`src/rtl/fp16_norm_round.sv`:
```
// FP16 adder back end: normalize, round to nearest-even and pack, as a 2-stage valid/ready pipe.
// Define NORM_SUBNORMAL_EN for gradual underflow; the default build flushes tiny results to zero.
module fp16_norm_round #(
  parameter int EXP_W  = 6,
  parameter int MANT_W = 11
) (
  input  logic              clk,
  input  logic              rst_n,
  input  logic              in_valid,
  output logic              in_ready,
  input  logic              in_sign,
  input  logic [EXP_W-1:0]  in_exp,
  input  logic              in_carry,
  input  logic [MANT_W-1:0] in_mant,
  input  logic [2:0]        in_grs,
  input  logic [3:0]        in_lzc,
  output logic              out_valid,
  input  logic              out_ready,
  output logic [15:0]       out_result,
  output logic [3:0]        out_flags
);
  localparam int VW = MANT_W + 3;
  localparam int XW = EXP_W + 1;
  localparam logic [XW:0] EXP_INF = (XW+1)'(31);

  logic              s1_valid_reg;
  logic              s1_sign_reg;
  logic [XW-1:0]     s1_exp_reg, s1_exp_next;
  logic [MANT_W-1:0] s1_mant_reg, s1_mant_next;
  logic [2:0]        s1_grs_reg, s1_grs_next;
  logic              s1_tiny_reg, s1_tiny_next;

  logic              s1_adv, s1_load, tiny;
  logic [3:0]        sh;
  logic [VW-1:0]     shv [0:4];

  assign s1_adv   = !out_valid || out_ready;
  assign in_ready = !s1_valid_reg || s1_adv;
  assign s1_load  = in_valid && in_ready;
  assign tiny     = (in_exp <= EXP_W'(in_lzc));

`ifdef NORM_SUBNORMAL_EN
  // Tiny results stop shifting at exponent 1; the packed field then reads 0 (subnormal).
  assign sh = !tiny ? in_lzc : (in_exp == '0) ? 4'd0 : 4'(in_exp - EXP_W'(1));
`else
  assign sh = in_lzc;
`endif

  assign shv[0] = {in_mant, in_grs};
  for (genvar gi = 0; gi < 4; gi++) begin : g_shift
    assign shv[gi+1] = sh[gi] ? (shv[gi] << (1 << gi)) : shv[gi];
  end

  always_comb begin
    s1_mant_next = shv[4][VW-1:3];
    s1_grs_next  = shv[4][2:0];
    s1_exp_next  = XW'(in_exp) - XW'(sh);
    s1_tiny_next = 1'b0;
    if (in_carry) begin
      s1_mant_next = {1'b1, in_mant[MANT_W-1:1]};
      s1_grs_next  = {in_mant[0], in_grs[2], in_grs[1] | in_grs[0]};
      s1_exp_next  = XW'(in_exp) + XW'(1);
    end else if (in_lzc == 4'(MANT_W) && in_grs == 3'b000) begin
      s1_mant_next = '0;
      s1_grs_next  = '0;
      s1_exp_next  = '0;
    end else if (tiny) begin
      s1_tiny_next = 1'b1;
`ifdef NORM_SUBNORMAL_EN
      s1_exp_next  = '0;
`else
      s1_mant_next = '0;
      s1_grs_next  = '0;
      s1_exp_next  = '0;
`endif
    end
  end

  always_ff @(posedge clk) begin
    if (s1_load) begin
      s1_sign_reg <= in_sign;
      s1_exp_reg  <= s1_exp_next;
      s1_mant_reg <= s1_mant_next;
      s1_grs_reg  <= s1_grs_next;
      s1_tiny_reg <= s1_tiny_next;
    end
  end

  logic              round_up, inexact, ovf, uf, zero;
  logic [MANT_W:0]   sum;
  logic [MANT_W-1:0] mant_r;
  logic [XW:0]       exp_r;
  logic [15:0]       result_next;
  logic [3:0]        flags_next;

  always_comb begin
    round_up = s1_grs_reg[2] & (s1_grs_reg[1] | s1_grs_reg[0] | s1_mant_reg[0]);
    sum      = {1'b0, s1_mant_reg} + {{MANT_W{1'b0}}, round_up};
    mant_r   = sum[MANT_W] ? sum[MANT_W:1] : sum[MANT_W-1:0];
    exp_r    = {1'b0, s1_exp_reg} + {{XW{1'b0}}, sum[MANT_W]};
    if (exp_r == '0 && mant_r[MANT_W-1])
      exp_r = (XW+1)'(1);
    inexact  = |s1_grs_reg;
    ovf      = (exp_r >= EXP_INF);
`ifdef NORM_SUBNORMAL_EN
    uf       = s1_tiny_reg && exp_r == '0 && inexact;
`else
    uf       = s1_tiny_reg;
`endif
    if (ovf) begin
      result_next = {s1_sign_reg, 5'h1F, 10'h000};
      zero        = 1'b0;
    end else begin
      result_next = {s1_sign_reg, exp_r[4:0], mant_r[MANT_W-2:0]};
      zero        = (exp_r == '0) && (mant_r[MANT_W-2:0] == '0);
    end
    flags_next = {ovf, uf, inexact | ovf, zero};
  end

  always_ff @(posedge clk) begin
    if (!rst_n) begin
      s1_valid_reg <= 1'b0;
      out_valid    <= 1'b0;
      out_result   <= '0;
      out_flags    <= '0;
    end else begin
      if (in_ready)
        s1_valid_reg <= in_valid;
      if (s1_adv) begin
        out_valid <= s1_valid_reg;
        if (s1_valid_reg) begin
          out_result <= result_next;
          out_flags  <= flags_next;
        end
      end
    end
  end
endmodule

```
`config.mk`:
```
export PLATFORM = sky130hd
export DESIGN_NAME = fp16_norm_round
export DESIGN_NICKNAME = d
export VERILOG_FILES = /design/src/rtl/fp16_norm_round.sv
export SDC_FILE = /design/constraint.sdc
export NUM_CORES = 1
export LEC_CHECK = 0
export CORE_MARGIN = 2
export CORE_UTILIZATION = 30
export CTS_BUF_LIST = sky130_fd_sc_hd__clkbuf_2
export CTS_CLUSTER_SIZE = 24
export DETAILED_ROUTE_END_ITERATION = 8
export GPL_TIMING_DRIVEN = 0
export PLACE_DENSITY_LB_ADDON = 0.1
export SLEW_MARGIN = 20
export SYNTH_ARGS = -nofsm -noshare
export SYNTH_HDL_FRONTEND = slang
export SYNTH_SLANG_ARGS = --single-unit
```
`constraint.sdc`:
```
create_clock -name clk -period 2.53 [get_ports clk]
set_input_delay 0.3795 -clock clk [delete_from_list [all_inputs] [get_ports clk]]
set_output_delay 0.3795 -clock clk [all_outputs]
set_load 0.01 [all_outputs]
```
After elaboration in Yosys (flattened, before gate mapping)
Index checks and enable logic that the tools add are counted.
W data, S select, Z words.
{"block": "op_classes", "bitwise": 5, "addsub": 4, "order_cmp": 2, "muxes": 18, "eq_ne": 1, "reduce_logical": 15}
{"cell": "$mux W14", "count": 4}
{"cell": "$mux W11", "count": 3}
{"cell": "$mux W7", "count": 3}
{"cell": "$logic_not A8 Y1", "count": 2}
{"cell": "$mux W15", "count": 1}
{"cell": "$add A11 B1 Y12", "count": 1}
{"cell": "$logic_not A10 Y1", "count": 1}
{"cell": "$mux W10", "count": 1}
{"cell": "$mux W3", "count": 3}
{"cell": "$add A7 B1 Y8", "count": 1}
{"cell": "$ge A8 B5 Y1 const B", "count": 1}
{"cell": "$mux W8", "count": 1}
{"cell": "$add A6 B1 Y7 const B", "count": 1}
{"cell": "$sub A6 B4 Y7", "count": 1}
{"cell": "$le A6 B4 Y1", "count": 1}
{"cell": "$eq A4 B4 Y1 const B", "count": 1}
{"cell": "$logic_and A1 B1 Y1", "count": 4}
{"cell": "$or A1 B1 Y1", "count": 4}
{"cell": "$logic_not A3 Y1", "count": 1}
{"cell": "$reduce_or A3 Y1", "count": 1}
{"cell": "$logic_not A1 Y1", "count": 2}
{"cell": "$logic_or A1 B1 Y1", "count": 2}
{"cell": "$mux W1", "count": 2}
{"cell": "$reduce_and A2 Y1", "count": 1}
{"cell": "2 further kinds", "count": 2}
{"block": "word_totals", "in_bits": 30, "register_bits": 45, "out_inout_bits": 22}

Logic depth before layout (Yosys ltp)
Gate-level depths: netlist of the first run.
{"block": "depth", "depth_word": 11, "ltp_mapped": 10, "depth_no_buf": 10}

Worst setup path after synthesis of the first run
No wires, ideal clock.
{"block": "synth_path", "path_kind": "reg-to-reg", "startpoint": "register s1_mant_reg[2]", "endpoint": "register out_result[8]", "path_stages_with_launch": 11, "period_less_slack_ns": 2.385, "setup_ns": 0.118, "t_arrival_ns": 2.266, "required_time_ns": 2.412, "slack_ns": 0.145, "n_path_buf": 0, "path_cell_list": "edfxtp_1 > and4_1 > nand4_2 > inv_1 > ha_1 > ha_1 > xor2_1 > nand4_1 > o221a_2 > a32oi_1 > nor2b_1"}
{"block": "synth_between", "elab_chain_len": 7, "word_cells_on_any_way": 8, "cone_classes": "add/sub: 2; order compare: 1; mux: 3; reduce/logical: 2"}
{"item": "from (decl)", "line": "29", "text": "logic [MANT_W-1:0] s1_mant_reg, s1_mant_next;"}
{"item": "from (signal assigned)", "line": "83", "text": "s1_mant_reg <= s1_mant_next;"}
{"item": "$add A11 B1 Y12 *", "line": "98", "text": "sum = {1'b0, s1_mant_reg} + {{MANT_W{1'b0}}, round_up};"}
{"item": "$add A7 B1 Y8", "line": "100", "text": "exp_r = {1'b0, s1_exp_reg} + {{XW{1'b0}}, sum[MANT_W]};"}
{"item": "$logic_not A8 Y1", "line": "101", "text": "if (exp_r == '0 && mant_r[MANT_W-1])"}
{"item": "$logic_and A1 B1 Y1", "line": "101"}
{"item": "$mux W8", "line": "101"}
{"item": "$ge A8 B5 Y1", "line": "104", "text": "ovf = (exp_r >= EXP_INF);"}
{"item": "$mux W15 *", "line": "110", "text": "if (ovf) begin"}
{"item": "to (signal assigned)", "line": "132", "text": "out_result <= result_next;"}
{"item": "to (decl)", "line": "19", "text": "output logic [15:0] out_result,"}
Mark *: on every way between the ends. The rest lies on a longest branch, timed or not.
A chain may end at the register's enable or synchronous reset.

Final worst setup path of the first run
{"block": "layout_path", "startpoint": "input in_lzc[2]", "endpoint": "register s1_mant_reg[3] (data pin)"}
{"block": "layout_between", "elab_chain_len": 5, "word_cells_on_any_way": 8, "cone_classes": "order compare: 1; eq/ne: 1; mux: 5; reduce/logical: 1"}
{"item": "from (decl)", "line": "16", "text": "input logic [3:0] in_lzc,"}
{"item": "parallel branches: the longest is 3 deep, another holds $le A6 B4 Y1"}
{"item": "$mux W11 *", "line": "63", "text": "end else if (in_lzc == 4'(MANT_W) && in_grs == 3'b000) begin"}
{"item": "$mux W10 *", "line": "59", "text": "if (in_carry) begin"}
{"item": "via s1_mant_next[3]", "line": "29"}
Mark *: on every way through the listed nets, which the timed path passes.

==> results.ini, run 1 <==
[run]
maxCapViolations = 0

[finish]
largest_reg_flops = 16
instances_no_fill = 519
most-common-layout-cells = clkdlybuf4s50_1 (50), nand2_1 (36), edfxtp_1 (23)
num-nets-final = 421
fin_util = 0.397
antennaDiodeCount = 0
layout_commonest_cell = clkdlybuf4s50_1
drive_gt1_frac = 0.162
areaGrowthSynthToFinish_pct = 30.4

[die]
die_w_um = 105
start_util = 0.305
coreArea_um2 = 10100
die-area_um2 = 11100
die_h_um = 105
ios = 52
rows = 37

[timing]
finalSetupViolCount = 0
maxSlewViolCount = 0
fin_crit_sh = 0.977
final_hold_viol_count = 0
fmax_mhz = 404
rsz0062_at_grt = false
worstMarginPinSlew_ns = 0.981
period_needed_ns = 2.47
slew_headroom = 0.346
finClkSkew_ns = 0.0309

[min_path]
hp-class = flip-flop to flip-flop

[global_route]
grtUsageMet3 = 0.0198
grt-ovfl-total = 0
grt_usage = 0.145
met1_usage = 0.193
grt_start_max_net_pins = 24
grtUsageMet2 = 0.241
grt_pass1_wl_um = 13000
grt_pass1_vias = 2627
top_usage_layer = met2
antenna_found_initial = 0

[status]
outcome = completed

[synthesis]
async_flop_share = 0
ys_warn_count = 0
synth_flop_cell = edfxtp_1
synth.distinct_cells = 61
synth.avg_cell_area_um2 = 9.87
yosys.area.top_type = edfxtp_1
synth-edff-count = 23
ys_ff_latch = 45
synthCells = 313
yosysTopAreaCellShare = 0.224
syn-num-nets = 352
synth_area_leaders = edfxtp_1 (22%), dfxtp_1 (14%), mux4_2 (5.1%), nand2_1 (4.4%), ha_1 (3.2%)
ys_seq_area_frac = 0.366
synth_area_um2 = 3090

[route]
postRouteAntennaNets = 0
vias = 2647
finalWirelength_um = 7990
drt-vias-per-instance = 5.10
drc = 0
wl_per_cell_um = 15.4
dr.pass1.iters = 4
drt_iter0_drc = 65

[clocking]
insertion_delay_ns = 0.41
root_buffer = clkbuf_2
cts_buffers = 5
cts_max_level = 2
clockBufferDepth = 2
cts_sinks = 45
tritoncts = built
cts.clk_slew.worst_paths_ns = 0.19

[setup_path]
path_class = input pin to flip-flop
endpoint_kind = flip-flop
cp_cell_sequence = clkdlybuf4s50_1, inv_1, ha_1, nand4_1, nor3_2, a2111o_1, o21ai_0
crit_fanout = 12
cp_data_arrival_time_ns = 2.61
startpoint_type = input pin
r2r_slack_ns = 0.16
slowest_delay_ns = 0.53
critPathSlowestCell = clkdlybuf4s50_1
required_ns = 2.67

[place]
gp_congestion = 0.871
port_buffers = 51
place_hpwl_um = 6220
placedCellCount = 500

[power]
peakVddDrop_v = 0.000178
power.density_nw_per_um2 = 404
total_leakage_power_nw = 1.44

==> cells by family (layout without fill, tap and decap cells) <==
group           Yosys count  after routing  share of synthesized area
simple gates            110            110                      0.185
compound gates           94             94                      0.222
flops                    45             45                      0.366
buf+inv                  23             93                     0.0498
mux                      18             18                     0.0985
xor+xnor                 14             14                     0.0397
fa+ha+maj                 9              9                     0.0389
==> synth_stat cells (all sizes together), types with 8 or more instances <==
master	instances
a21boi	8
a21oi	18
clkbuf	9
dfxtp	22
edfxtp	23
ha	8
inv	11
mux4	9
nand2	36
nand3	12
nor2	10
nor2b	9
nor3	9
o21ai	16
xnor2	9
==> where the power goes <==
group | internal, W | switching [W]
Sequential | 0.000822 | 0.0000330
Combinational | 0.000241 | 0.000236
Clock | 0.0000765 | 0.000220
Total | 0.00114 | 0.000490
==> per-stage QoR <==
step	setup WS (ns)	TNS [ns]	hold slack [ns]	cell area (um^2)	power, W
6_report	0.0577	0	0.471	4030	0.00163
5_1_grt	0.0168	0	0.476	4030	0.00173
4_1_cts	0.00493	0	0.477	3940	0.00164
3_5_place_dp	-0.627	-14.65	0.456	3770	0.00131
3_3_place_gp	-0.672	-13.97	0.451	3770	0.00131
2_1_floorplan	0.145	0	0.478	3090	0.00114
==> cell type report <==
type,instances,area (um^2)
Tap cell,136,170
Clock inverter,1,7.51
Clock buffer,7,35.0
Multi-Input combinational cell,245,1920
Fill cell,996,6110
Inverter,11,47.5
Buffer,11,110
Timing Repair Buffer,63,603
Sequential cell,45,1130
==> worst max-delay path: cells and delay by family <==
family	cells	cell delay [ns]
fa+ha+maj	1	0.43
simple gates	2	0.51
compound gates	2	0.53
buf+inv	2	0.76
==> path summary, 6_finish.rpt <==
check	start	to	depth (start not counted)
worst max-delay path	in_lzc[2]	s1_mant_reg[3]	7
worst min-delay path	out_result[3]	out_result[3]	2
worst max register to register	s1_mant_reg[5]	out_result[0]	11
worst min register to register	out_result[3]	out_result[3]	2
==> timing repair <==
action	CTS	global route
pin swaps	2	4
resized for setup	11	14
setup endpoints to repair	32	22
setup buffers	10	2
hold buffers	0	0
==> metal layers <==
metal / wire length (um) / vias up
met1: 3790 / 1237
met5: 0 / -
li1: - / 1338
met3: 287 / 11
met2: 3700 / 61
met4: 203 / 0
No activity file was read; power rests on OpenSTA's default activity.
==> run 2, diff against run 1 <==
--- a/config.mk
+++ b/config.mk
@@ -10,6 +10,7 @@
 export CTS_BUF_LIST = sky130_fd_sc_hd__clkbuf_2
 export CTS_CLUSTER_SIZE = 24
 export DETAILED_ROUTE_END_ITERATION = 8
+export DONT_BUFFER_PORTS = 1
 export GPL_TIMING_DRIVEN = 0
 export PLACE_DENSITY_LB_ADDON = 0.1
 export SLEW_MARGIN = 20
==> run 2 against run 1 <==
Effect of this change: non-clock buffer count decreased by 48; sequential power up 1%; first-iteration DRC count rose by 66%; worst setup slack gained 0.14 ns; count of clock-buffer cells in the layout is 2 lower; die area unchanged; cell count is 9.2% lower; clock power up 3%; via count decreased by 6.1%; register-to-register slack better by 0.04 ns; combinational power down 22%; critical path type is now flip-flop to flip-flop; critical endpoint is now out_flags[0]; largest power group unchanged.
==> results.ini, run 2 (synthesized netlist as in run 1, its figures left out) <==
[global_route]
grt_usage = 0.144
grt_pass1_wl_um = 12800
grt-ovfl-total = 0
antenna_found_initial = 0
grt_start_max_net_pins = 24
grt_pass1_vias = 2504

[power]
sequentialPowerShare = 0.562
power.density_nw_per_um2 = 440
p_int_w = 0.00107
total_leakage_power_nw = 1.25
clkPwrFrac = 0.198
p_switching_w = 0.000475
netSwitchingFraction = 0.308
p_comb_frac = 0.240
peakVddDrop_v = 0.000149

[die]
die-area_um2 = 11100
coreArea_um2 = 10100
rows = 37
die_h_um = 105
ios = 52
start_util = 0.305
die_w_um = 105

[route]
drc = 0
postRouteAntennaNets = 0
drt_iter0_drc = 108
dr.pass1.iters = 4
finalWirelength_um = 7870
wl_per_cell_um = 16.7
drt-vias-per-instance = 5.28
vias = 2485

[setup_path]
endpoint_kind = flip-flop
path_class = flip-flop to flip-flop
r2r_end = out_flags[0]
cp_top_family = simple AND/OR/NAND/NOR gates
critPathSlowestCell = edfxtp_1
r2r_start = s1_mant_reg[4]
crit_fanout = 4
ff2ff_path_depth = 10
cp.buffers_inverters = 1
cp_num_cells = 10
cp_data_arrival_time_ns = 2.70
slowest_delay_ns = 0.44
crit_top_cell = ha_4
required_ns = 2.89
cp_cell_sequence = and3_1, nand4_4, inv_4, ha_4, ha_4, a31oi_1, a41oi_1, nor3_1, nand4_1, o31ai_1
r2r_slack_ns = 0.20
startpoint_type = flip-flop

[timing]
slew_headroom = 0.426
finalSetupViolCount = 0
worstMarginPinSlew_ns = 0.839
maxSlewViolCount = 0
finClkSkew_ns = 0.0157
fin_crit_sh = 0.922
period_needed_ns = 2.33
fmax_mhz = 429
final_hold_viol_count = 0
rsz0062_at_grt = false

[clocking]
cts_max_level = 2
root_buffer = clkbuf_2
cts_sinks = 45
cts.clk_slew.worst_paths_ns = 0.24
insertion_delay_ns = 0.42
tritoncts = built
clockBufferDepth = 2
cts_buffers = 5

[finish]
areaGrowthSynthToFinish_pct = 13.5
largest_reg_flops = 16
most-common-layout-cells = nand2_1 (36), edfxtp_1 (23), dfxtp_1 (22)
drive_gt1_frac = 0.176
antennaDiodeCount = 0
num-nets-final = 373
instances_no_fill = 471
layout_commonest_cell = nand2_1
fin_area_um2 = 3500

[place]
placedCellCount = 449
place_area_um2 = 3260
gp_congestion = 0.809
port_buffers = 0
place_hpwl_um = 6100

[min_path]
hold_depth = 2
hold_start = rst_n
hp-class = input pin to flip-flop
hold_end = out_result[10]

[run]
maxCapViolations = 0

[status]
outcome = completed

-- run 2: cell types whose count changed in the layout (fill, tap and decap cells not counted), sizes merged --
cell / delta
dlygate4sd3: +1
clkdlybuf4s50: -50
clkinv: +2
dlymetal6s2s: -1
clkinvlp: -2
inv: +2
-- run 2: worst reg2reg max path: cells and delay by family, from the launching register on --
family / cells / cell delay, ns
DFF: 1 / 0.44
and+or+nand+nor: 4 / 0.98
buffers and inverters: 1 / 0.05
adders and majority gates: 2 / 0.36
AOI/OAI and AO/OA: 3 / 0.45
-- run 2: cell type report --
class	count	area [um^2]
plain buffers	12	113
well taps	136	170
repair buffers	14	108
flip-flops and latches	45	1130
clock inverters	3	17.5
clock buffers	5	25.0
multi-input cells	245	1900
inverters	11	43.8
fillers	1058	6640
-- run 2: worst max path at each step --
stage | startpoint | to | slack (ns)
after floorplan | s1_mant_reg[2] | out_result[8] | 0.15
after global placement | s1_mant_reg[2] | out_result[4] | -0.27
after detailed placement | s1_mant_reg[2] | out_result[2] | -0.29
after CTS | s1_grs_reg[2] | out_result[2] | 0.005
after global routing | s1_mant_reg[5] | out_result[2] | 0.03
final | s1_mant_reg[4] | out_flags[0] | 0.20
-- run 2: power groups by stage --
stage               combinational, W  sequential [W]  clock, W
detailed placement          0.000328        0.000887         0
floorplan                   0.000262        0.000875         0
global placement            0.000329        0.000887         0
CTS                         0.000366        0.000864  0.000326
global route                0.000412        0.000872  0.000347
finish                      0.000370        0.000865  0.000305
-- run 2: timing repair --
action	4_1_cts	5_1_grt
hold buffers	1	0
pin swaps	1	2
hold endpoints to repair	1	0
gates resized for setup	9	6
buffers inserted	11	2
setup endpoints to repair	18	17
-- run 2: per-layer routing --
metal / up-vias / global-route usage / part of all wire / routed length, um
li1: 1246 / - / - / -
met1: 1166 / 0.189 / 0.47 / 3690
met2: 62 / 0.224 / 0.44 / 3480
met3: 11 / 0.0365 / 0.061 / 483
met4: 0 / 0.0629 / 0.028 / 219
met5: - / 0 / 0 / 0
-- run 2: stage by stage --
stage | setup TNS [ns] | hold WS, ns | setup WS [ns] | util | power (W)
after floorplan | 0 | 0.478 | 0.145 | - | 0.00114
after global placement | -3.32 | 0.478 | -0.265 | 0.321 | 0.00122
after detailed placement | -3.94 | 0.478 | -0.287 | 0.321 | 0.00122
after CTS | 0 | 0.0209 | 0.00518 | 0.341 | 0.00156
after global routing | 0 | 0.0120 | 0.0307 | 0.346 | 0.00163
final | 0 | 0.0541 | 0.197 | 0.346 | 0.00154
